==> config.mk <==
export PLATFORM = sky130hd
export DESIGN_NAME = max_stream_flat
export DESIGN_NICKNAME = d
export VERILOG_FILES = /design/src/rtl/max_stream_if.sv /design/src/rtl/max_stream.sv /design/src/flat_wrapper.sv
export SDC_FILE = /design/constraint.sdc
export NUM_CORES = 1
export LEC_CHECK = 0
export CORE_MARGIN = 2
export CORE_UTILIZATION = 53
export CTS_CLUSTER_SIZE = 25
export DETAILED_ROUTE_END_ITERATION = 7
export PLACE_DENSITY_LB_ADDON = 0.1
export RECOVER_POWER = 100
export SETUP_SLACK_MARGIN = 0.5
export SLEW_MARGIN = 20
export SYNTH_ARGS = -nofsm -noshare
export SYNTH_HDL_FRONTEND = slang
export SYNTH_SLANG_ARGS = --single-unit
==> constraint.sdc <==
create_clock -name clk -period 3.4 [get_ports clk]
set_input_delay 0.34 -clock clk [delete_from_list [all_inputs] [get_ports clk]]
set_output_delay 0.34 -clock clk [all_outputs]
set_load 0.03 [all_outputs]
==> src/rtl/max_stream_if.sv <==
// max_stream_if: sample stream in, result stream out, for max_stream.
//   in_valid/in_ready/in_data/in_last : operand stream, in_last closes a group early
//   out_valid/out_ready               : result handshake
//   out_max/out_idx/out_len           : winning value, its index, group length
// slave  = the max_stream block's view, master = the producer/consumer view.
interface max_stream_if #(
  parameter int WIDTH = 8,
  parameter int LEN   = 4
);
  localparam int IW = ($clog2(LEN) > 1) ? $clog2(LEN) : 1;
  localparam int CW = $clog2(LEN + 1);

  logic             in_valid;
  logic             in_ready;
  logic [WIDTH-1:0] in_data;
  logic             in_last;
  logic             out_valid;
  logic             out_ready;
  logic [WIDTH-1:0] out_max;
  logic [IW-1:0]    out_idx;
  logic [CW-1:0]    out_len;

  modport slave (
    input  in_valid, in_data, in_last, out_ready,
    output in_ready, out_valid, out_max, out_idx, out_len
  );

  modport master (
    output in_valid, in_data, in_last, out_ready,
    input  in_ready, out_valid, out_max, out_idx, out_len
  );
endinterface

==> src/rtl/max_stream.sv <==
// max_stream: streaming maximum finder.
// Consumes WIDTH-bit operands in groups of up to LEN samples (a group closes on
// in_last or on the LEN-th sample) and emits one registered result per group:
// full-precision maximum, its 0-based index and the group length.
// The comparator looks only at in_data[WIDTH-1:APPROX_LSB]; SIGNED selects a
// two's-complement compare of that key. Ties keep the earlier sample.
// Ports:
//   clk  : clock, rising edge
//   rst  : synchronous active-high reset
//   bus  : max_stream_if.slave (sample stream in, result stream out)
module max_stream #(
  parameter int WIDTH      = 8,
  parameter int LEN        = 4,
  parameter bit SIGNED     = 1'b0,
  parameter int APPROX_LSB = 0
) (
  input  logic         clk,
  input  logic         rst,
  max_stream_if.slave  bus
);
  localparam int IW = ($clog2(LEN) > 1) ? $clog2(LEN) : 1;
  localparam int CW = $clog2(LEN + 1);
  localparam int KW = WIDTH - APPROX_LSB;

  typedef enum logic {EMPTY, FULL} state_t;

  state_t           r_state;
  logic [IW-1:0]    r_cnt;
  logic [WIDTH-1:0] r_acc_max;
  logic [IW-1:0]    r_acc_idx;
  logic [WIDTH-1:0] r_out_max;
  logic [IW-1:0]    r_out_idx;
  logic [CW-1:0]    r_out_len;

  logic             w_ending;
  logic             w_in_ready;
  logic             w_xfer;
  logic             w_close;
  logic [KW-1:0]    w_new_key;
  logic [KW-1:0]    w_acc_key;
  logic             w_new_wins;
  logic [WIDTH-1:0] w_win_max;
  logic [IW-1:0]    w_win_idx;

  // The current sample closes the group if flagged last or if it is the LEN-th.
  assign w_ending   = bus.in_last | (r_cnt == IW'(LEN - 1));
  // Only a group-closing sample needs the output register; it stalls solely
  // while a result is held and not being drained.
  assign w_in_ready = (r_state == EMPTY) | bus.out_ready | ~w_ending;
  assign w_xfer     = bus.in_valid & w_in_ready;
  assign w_close    = w_xfer & w_ending;

  // Keys drop APPROX_LSB low bits. For a signed compare the key's sign bit is
  // inverted so a plain unsigned magnitude compare orders two's-complement keys.
  always_comb begin
    w_new_key = bus.in_data[WIDTH-1:APPROX_LSB];
    w_acc_key = r_acc_max[WIDTH-1:APPROX_LSB];
    if (SIGNED) begin
      w_new_key[KW-1] = ~w_new_key[KW-1];
      w_acc_key[KW-1] = ~w_acc_key[KW-1];
    end
  end

  // Strictly greater keeps the earlier index on ties; the first sample of a
  // group wins unconditionally so stale accumulator contents never matter.
  assign w_new_wins = (r_cnt == '0) | (w_new_key > w_acc_key);
  assign w_win_max  = w_new_wins ? bus.in_data : r_acc_max;
  assign w_win_idx  = w_new_wins ? r_cnt : r_acc_idx;

  always_ff @(posedge clk) begin
    if (rst) begin
      r_state   <= EMPTY;
      r_cnt     <= '0;
      r_acc_max <= '0;
      r_acc_idx <= '0;
      r_out_max <= '0;
      r_out_idx <= '0;
      r_out_len <= '0;
    end else begin
      if (w_xfer) begin
        if (w_ending) begin
          r_cnt <= '0;
        end else begin
          r_cnt     <= r_cnt + IW'(1);
          r_acc_max <= w_win_max;
          r_acc_idx <= w_win_idx;
        end
      end

      if (w_close) begin
        r_out_max <= w_win_max;
        r_out_idx <= w_win_idx;
        r_out_len <= CW'(r_cnt) + CW'(1);
      end

      case (r_state)
        EMPTY: begin
          if (w_close) r_state <= FULL;
        end
        FULL: begin
          // A drain and a new group end in the same cycle reload without a bubble.
          if (bus.out_ready && !w_close) r_state <= EMPTY;
        end
        default: r_state <= EMPTY;
      endcase
    end
  end

  assign bus.in_ready  = w_in_ready;
  assign bus.out_valid = (r_state == FULL);
  assign bus.out_max   = r_out_max;
  assign bus.out_idx   = r_out_idx;
  assign bus.out_len   = r_out_len;

  a_cnt_bound: assert property (@(posedge clk) disable iff (rst)
    r_cnt <= IW'(LEN - 1));

  a_idx_bound: assert property (@(posedge clk) disable iff (rst)
    r_out_idx <= IW'(LEN - 1));

  a_out_stable: assert property (@(posedge clk) disable iff (rst)
    (bus.out_valid && !bus.out_ready) |=>
      (bus.out_valid && $stable(r_out_max) && $stable(r_out_idx) && $stable(r_out_len)));
endmodule

==> src/flat_wrapper.sv <==
// flat-port wrapper written by rule: the top's interface ports become plain ports
module max_stream_flat 
#(
  parameter int WIDTH      = 8,
  parameter int LEN        = 4,
  parameter bit SIGNED     = 1'b0,
  parameter int APPROX_LSB = 0
)
  (clk, rst, bus_in_valid, bus_in_data, bus_in_last, bus_out_ready, bus_in_ready, bus_out_valid, bus_out_max, bus_out_idx, bus_out_len);
  max_stream_if #(.WIDTH(WIDTH), .LEN(LEN)) bus_i ();
  input  logic clk;
  input  logic rst;
  input wire logic [$bits(bus_i.in_valid)-1:0] bus_in_valid;
  input wire logic [$bits(bus_i.in_data)-1:0] bus_in_data;
  input wire logic [$bits(bus_i.in_last)-1:0] bus_in_last;
  input wire logic [$bits(bus_i.out_ready)-1:0] bus_out_ready;
  output wire logic [$bits(bus_i.in_ready)-1:0] bus_in_ready;
  output wire logic [$bits(bus_i.out_valid)-1:0] bus_out_valid;
  output wire logic [$bits(bus_i.out_max)-1:0] bus_out_max;
  output wire logic [$bits(bus_i.out_idx)-1:0] bus_out_idx;
  output wire logic [$bits(bus_i.out_len)-1:0] bus_out_len;
  assign bus_i.in_valid = bus_in_valid;
  assign bus_i.in_data = bus_in_data;
  assign bus_i.in_last = bus_in_last;
  assign bus_i.out_ready = bus_out_ready;
  assign bus_in_ready = bus_i.in_ready;
  assign bus_out_valid = bus_i.out_valid;
  assign bus_out_max = bus_i.out_max;
  assign bus_out_idx = bus_i.out_idx;
  assign bus_out_len = bus_i.out_len;
  max_stream #(.WIDTH(WIDTH), .LEN(LEN), .SIGNED(SIGNED), .APPROX_LSB(APPROX_LSB)) u_core (.clk(clk), .rst(rst), .bus(bus_i));
endmodule
# After elaboration in Yosys (flattened, before gate mapping)
# Cells that the tools add are included.
dict set report totals {
  romBits 0
  mem_bits_rw 0
  output_inout_bits 15
  word_cells 29
  memories 0
  input_bits 13
  regBits 26
  latchBits 0
}
dict set report op_classes {
  shifts 0
  addsub 2
  n_reduce_logical 4
  bitwise 8
  n_lt_le_gt_ge 1
  n_eq_ne 1
  multipliers 0
  mux 6
  n_div 0
}
# cell n
set ops {}
lappend ops {{$gt 8x8->1} 1}
lappend ops {{$mux 8} 1}
lappend ops {{$mux 2} 2}
lappend ops {{$or 1x1->1} 4}
lappend ops {{$add 2x1->3 const B} 1}
lappend ops {{$add 2x1->2 const B} 1}
lappend ops {{$and 1x1->1} 2}
lappend ops {{$eq 2x2->1 const B} 1}
lappend ops {{$logic_not 2->1} 1}
lappend ops {{$mux 1} 2}
lappend ops {{$not 1->1} 2}
lappend ops {{$pmux 1 s2} 1}
lappend ops {{$reduce_and 2->1} 1}
lappend ops {{$logic_and 1x1->1} 1}
lappend ops {{$logic_not 1->1} 1}

# Logic depth before layout (Yosys ltp)
dict set report logic_depth {
  depth_word 10
  depth_mapped 9
  depth_no_buf 8
}

# Worst setup path after synthesis
# No wires, ideal clock.
dict set report synth_path {
  kind {flip-flop to flip-flop}
  start {register u_core.r_acc_max[1]}
  end {register u_core.r_out_idx[0], in the netlist u_core.bus.out_idx[0]}
  period_less_slack_ns 1.739
  arrival_time_ns 1.602
  n_path_buf 1
  path_stages_with_launch 10
  path_slack_ns 1.661
  setup_time_ns 0.138
  t_required_ns 3.262
  cell_sequence {dfxtp_1 inv_1 ha_1 nor2b_4 o211ai_2 a21oi_2 o31ai_2 buf_6 mux2i_1 a211oi_1}
}
dict set report synth_between {
  elab_chain_len 3
}
# element line
set synth_lines {}
lappend synth_lines {{start, declared} max_stream.sv:29} ;# logic [WIDTH-1:0] r_acc_max;
lappend synth_lines {{start signal, assigned} max_stream.sv:85} ;# r_acc_max <= w_win_max;
lappend synth_lines {{$gt 8x8->1} max_stream.sv:66} ;# assign w_new_wins = (r_cnt == '0) | (w_new_key > w_acc_key);
lappend synth_lines {{$or 1x1->1} max_stream.sv:66}
lappend synth_lines {{$mux 2} max_stream.sv:68} ;# assign w_win_idx = w_new_wins ? r_cnt : r_acc_idx;
lappend synth_lines {{end signal, assigned} max_stream.sv:92} ;# r_out_idx <= w_win_idx;
lappend synth_lines {{end, declared} max_stream.sv:32} ;# logic [IW-1:0] r_out_idx;
# No other way between the ends.
# A chain may end at the register's enable or synchronous reset.

# Worst setup path after layout
dict set report layout_path {
  start {input bus_in_data[3]}
  end {register u_core.r_acc_max[4]}
}
dict set report layout_between {
  elab_chain_len 3
}
# element line
set layout_lines {}
lappend layout_lines {{start, declared} flat_wrapper.sv:14} ;# input wire logic [$bits(bus_i.in_data)-1:0] bus_in_data;
lappend layout_lines {{$gt 8x8->1} max_stream.sv:66}
lappend layout_lines {{$or 1x1->1} max_stream.sv:66}
lappend layout_lines {{$mux 8} max_stream.sv:67} ;# assign w_win_max = w_new_wins ? bus.in_data : r_acc_max;
# No other way between the ends.

==> metrics.yaml <==
outcome:
  outcome: "complete, no violations"
timing:
  setup_violations: 0
  final_hold_viol_count: 0
  period_minus_slack_ns: 2.78
  worst_slew_margin_rel: 0.351
  grt_setup_unrepaired: "false"
  worst-slew-pin-transition_ns: 0.970
  fin_worst_skew_ns: 0.00755
  timing_max_transition_violations_final: 0
  tns_ns: 0
  layout_setup_ws_ns: 0.616
  achievable-frequency_mhz: 359
  finalCritPeriodShare: 0.819
  hold_ws_ns: 0.506
synth:
  synth-edff-count: 0
  ys_warn_count: 0
  postSynthAreaPerCell_sq_um: 9.26
  async_reset_ff_frac: 0
  synth-seq-area-share: 0.402
  postSynthRegisterBits: 26
  number_of_distinct_library_cells_after_synthesis: 26
  synth_top_flop_cell: "sky130_fd_sc_hd__dfxtp_1"
  netlist_instances: 140
  synth.cell_area_sq_mm: 0.00130
  postSynthNetCount: 163
placement:
  gp_routability_congestion: 0.754
  place_ws_ns: 0.809
  io_buffer_count: 27
  dp.final_hpwl_mm: 2.02
  placed_area_sq_mm: 0.00160
worst_setup_path:
  r2r.worst_path.cells: 9
  r2r_end: "u_core.r_acc_max[4]"
  crit_chain: "dlygate4sd3_1, ha_1, a21oi_1, a21oi_1, o31ai_1, clkbuf_1, mux2i_1, nor2_1"
  path_max_fanout: 7
  timing.reg2reg.setup_slack_ns: 0.77
  slowest_stage: "sky130_fd_sc_hd__o31ai_1"
  worst_setup_path_end_kind: "register"
  critPathMaxStageDelay_ns: 0.60
  critical_path_arrival_ns: 2.98
  cp_num_buf_inv: 2
  most_used_cell_along_the_critical_path: "sky130_fd_sc_hd__a21oi_1"
  worst_ep_required_time_ns: 3.60
  worst_r2r_startpoint: "u_core.r_acc_max[1]"
  cpLargestDelayFamily: "buffers and inverters"
  critPathLaunchType: "input port"
  worstSetupPathType: "input port to register"
cells_and_area:
  antenna_cells: 0
  drive_gt1_frac: 0.0595
  area_growth_pct: 25.4
  layout.cell_area.non_filler_sq_mm: 0.00163
  finalNetCount: 192
die:
  die_w_um: 53.5
  floorplan.die.height_um: 53.5
  die_area_sq_mm: 0.00286
  core_area_sq_mm: 0.00225
  std_cell_rows: 17
  ioPinCount: 28
  start_util: 0.575
power:
  max-vdd-ir-drop_mv: 0.302
  power_leakage_uw: 0.000687
  areal_power_density_over_the_cells_mw_per_mm2: 420
route:
  antenna_left: 0
  drt_first_iter_violations: 15
  routed_length_per_placed_instance_um: 14.1
  drt-vias-per-instance: 5.46
  wl_mm: 2.76
  first_pass_drt_iterations: 4
  drc: 0
  vias: 1071
global_routing:
  global_route.peak_usage_layer: "met2"
  grt_start_max_net_pins: 27
  grt_first_pass_wirelength_mm: 4.47
  fraction_of_met3_tracks_used_by_global_routing: 0.0282
  grt_pass1_vias: 1025
  global_route.usage.met2: 0.397
  grt.met1_usage: 0.257
  global_route.usage.total: 0.220
  grt_antenna_before_repair: 0
  gr-total-overflow: 0
clocking:
  cts_max_path_buffers: 2
  cts_tree: "yes"
  clk-insertion-delay-late_ns: 0.33
  cts_inserted_buffers: 3
  cts_setup_buffers: 0
  cts.root.buffer_cell: "sky130_fd_sc_hd__clkbuf_4"
  clkSlewWorstSetupHoldPaths_ns: 0.15
  clock_sink_count: 26
  cts.htree.levels: 1
  cts.hold.buffers_added: 0
  post_cts_resized: 0
worst_hold_path:
  hold_depth: 2
  hold_path.class: "register to register"
  min_from: "u_core.bus.out_max[0]"
  whs_endpoint: "u_core.bus.out_max[0]"
run:
  max_cap_viol_count: 0
==> Yosys cell counts, types with 2 or more instances <==
cell,number,area (sq um)
sky130_fd_sc_hd__clkbuf_1,4,15.0
sky130_fd_sc_hd__mux2i_1,20,200
sky130_fd_sc_hd__dfxtp_1,26,521
sky130_fd_sc_hd__a21oi_1,5,25.0
sky130_fd_sc_hd__a211oi_1,11,82.6
sky130_fd_sc_hd__nand2_1,6,22.5
sky130_fd_sc_hd__ha_1,10,125
sky130_fd_sc_hd__nor2_1,29,109
sky130_fd_sc_hd__inv_1,10,37.5
sky130_fd_sc_hd__or2_2,2,12.5
sky130_fd_sc_hd__a32oi_1,2,17.5
==> registers in the layout, indices dropped and copies added, names as in the netlist <==
signal and cells:
u_core.bus.out_max 8, u_core.r_acc_max 8, u_core.bus.out_len 3, u_core.bus.out_idx 2, u_core.r_acc_idx 2, u_core.r_cnt 2
u_core.bus.out_valid 1
==> cells by family after synthesis <==
group	after synthesis	synth area share
buffers and inverters	17	0.0589
and+or+nand+nor	43	0.147
adders and majority gates	10	0.0965
muxes	20	0.154
DFF	26	0.402
AOI/OAI and AO/OA	24	0.142
==> power breakdown <==
part / total (uW) / internal (uW) / leakage, uW / switching, uW
clock network: 215 / 119 / 0.0000279 / 95.7
logic: 137 / 60.4 / 0.000446 / 76.3
registers: 331 / 321 / 0.000213 / 10.2
==> tightest hold or removal path, cell delays in order (launching register included) <==
cell                       delay [ns]
sky130_fd_sc_hd__dfxtp_1         0.33
sky130_fd_sc_hd__nor2_1          0.09
sky130_fd_sc_hd__a211oi_1        0.05
==> layer usage <==
metal,part of all wire,vias up,wire length (um)
met5,0,-,0
met4,0.013,0,35
met3,0.036,8,99
met2,0.50,26,1380
met1,0.45,495,1250
li1,-,542,-
==> per-stage QoR <==
step,power (uW),instances,util
after floorplan,428,140,-
after global placement,478,192,0.709
after detailed placement,482,192,0.709
after CTS,694,196,0.732
after global routing,709,196,0.721
final,683,196,0.721
==> layout make-up <==
type                       count  area (sq um)
sequential                    26           520
clock buffer                   3          22.5
clock inverter                 1          30.0
tap                           28          35.0
timing repair buffer          31           289
fill                         188           629
inverter                      10          37.5
multi-input combinational     97           691
==> worst max path at each step <==
stage | to | slack [ns] | startpoint | cells past startpoint
after global placement | u_core.r_acc_max[1] | 0.87 | bus_in_data[1] | 9
final | u_core.r_acc_max[4] | 0.62 | bus_in_data[3] | 8
after detailed placement | u_core.r_acc_max[1] | 0.81 | bus_in_data[3] | 8
after floorplan | u_core.bus.out_idx[0] | 1.66 | u_core.r_acc_max[1] | 9
after CTS | bus_in_ready | 1.02 | u_core.r_cnt[0] | 4
after global routing | u_core.r_acc_max[4] | 0.49 | bus_in_data[3] | 8
==> cell usage in the layout, fill, tap and decap left out, types with 6 or more instances in the layout <==
cell / instances
sky130_fd_sc_hd__a21oi_1: 6
sky130_fd_sc_hd__ha_1: 10
sky130_fd_sc_hd__mux2i_1: 20
sky130_fd_sc_hd__inv_1: 10
sky130_fd_sc_hd__dfxtp_1: 26
sky130_fd_sc_hd__nor2_1: 29
sky130_fd_sc_hd__a211oi_1: 11
sky130_fd_sc_hd__dlygate4sd3_1: 17
sky130_fd_sc_hd__clkdlybuf4s50_1: 10
sky130_fd_sc_hd__nand2_1: 6
Power figures use the tool's default switching activity.
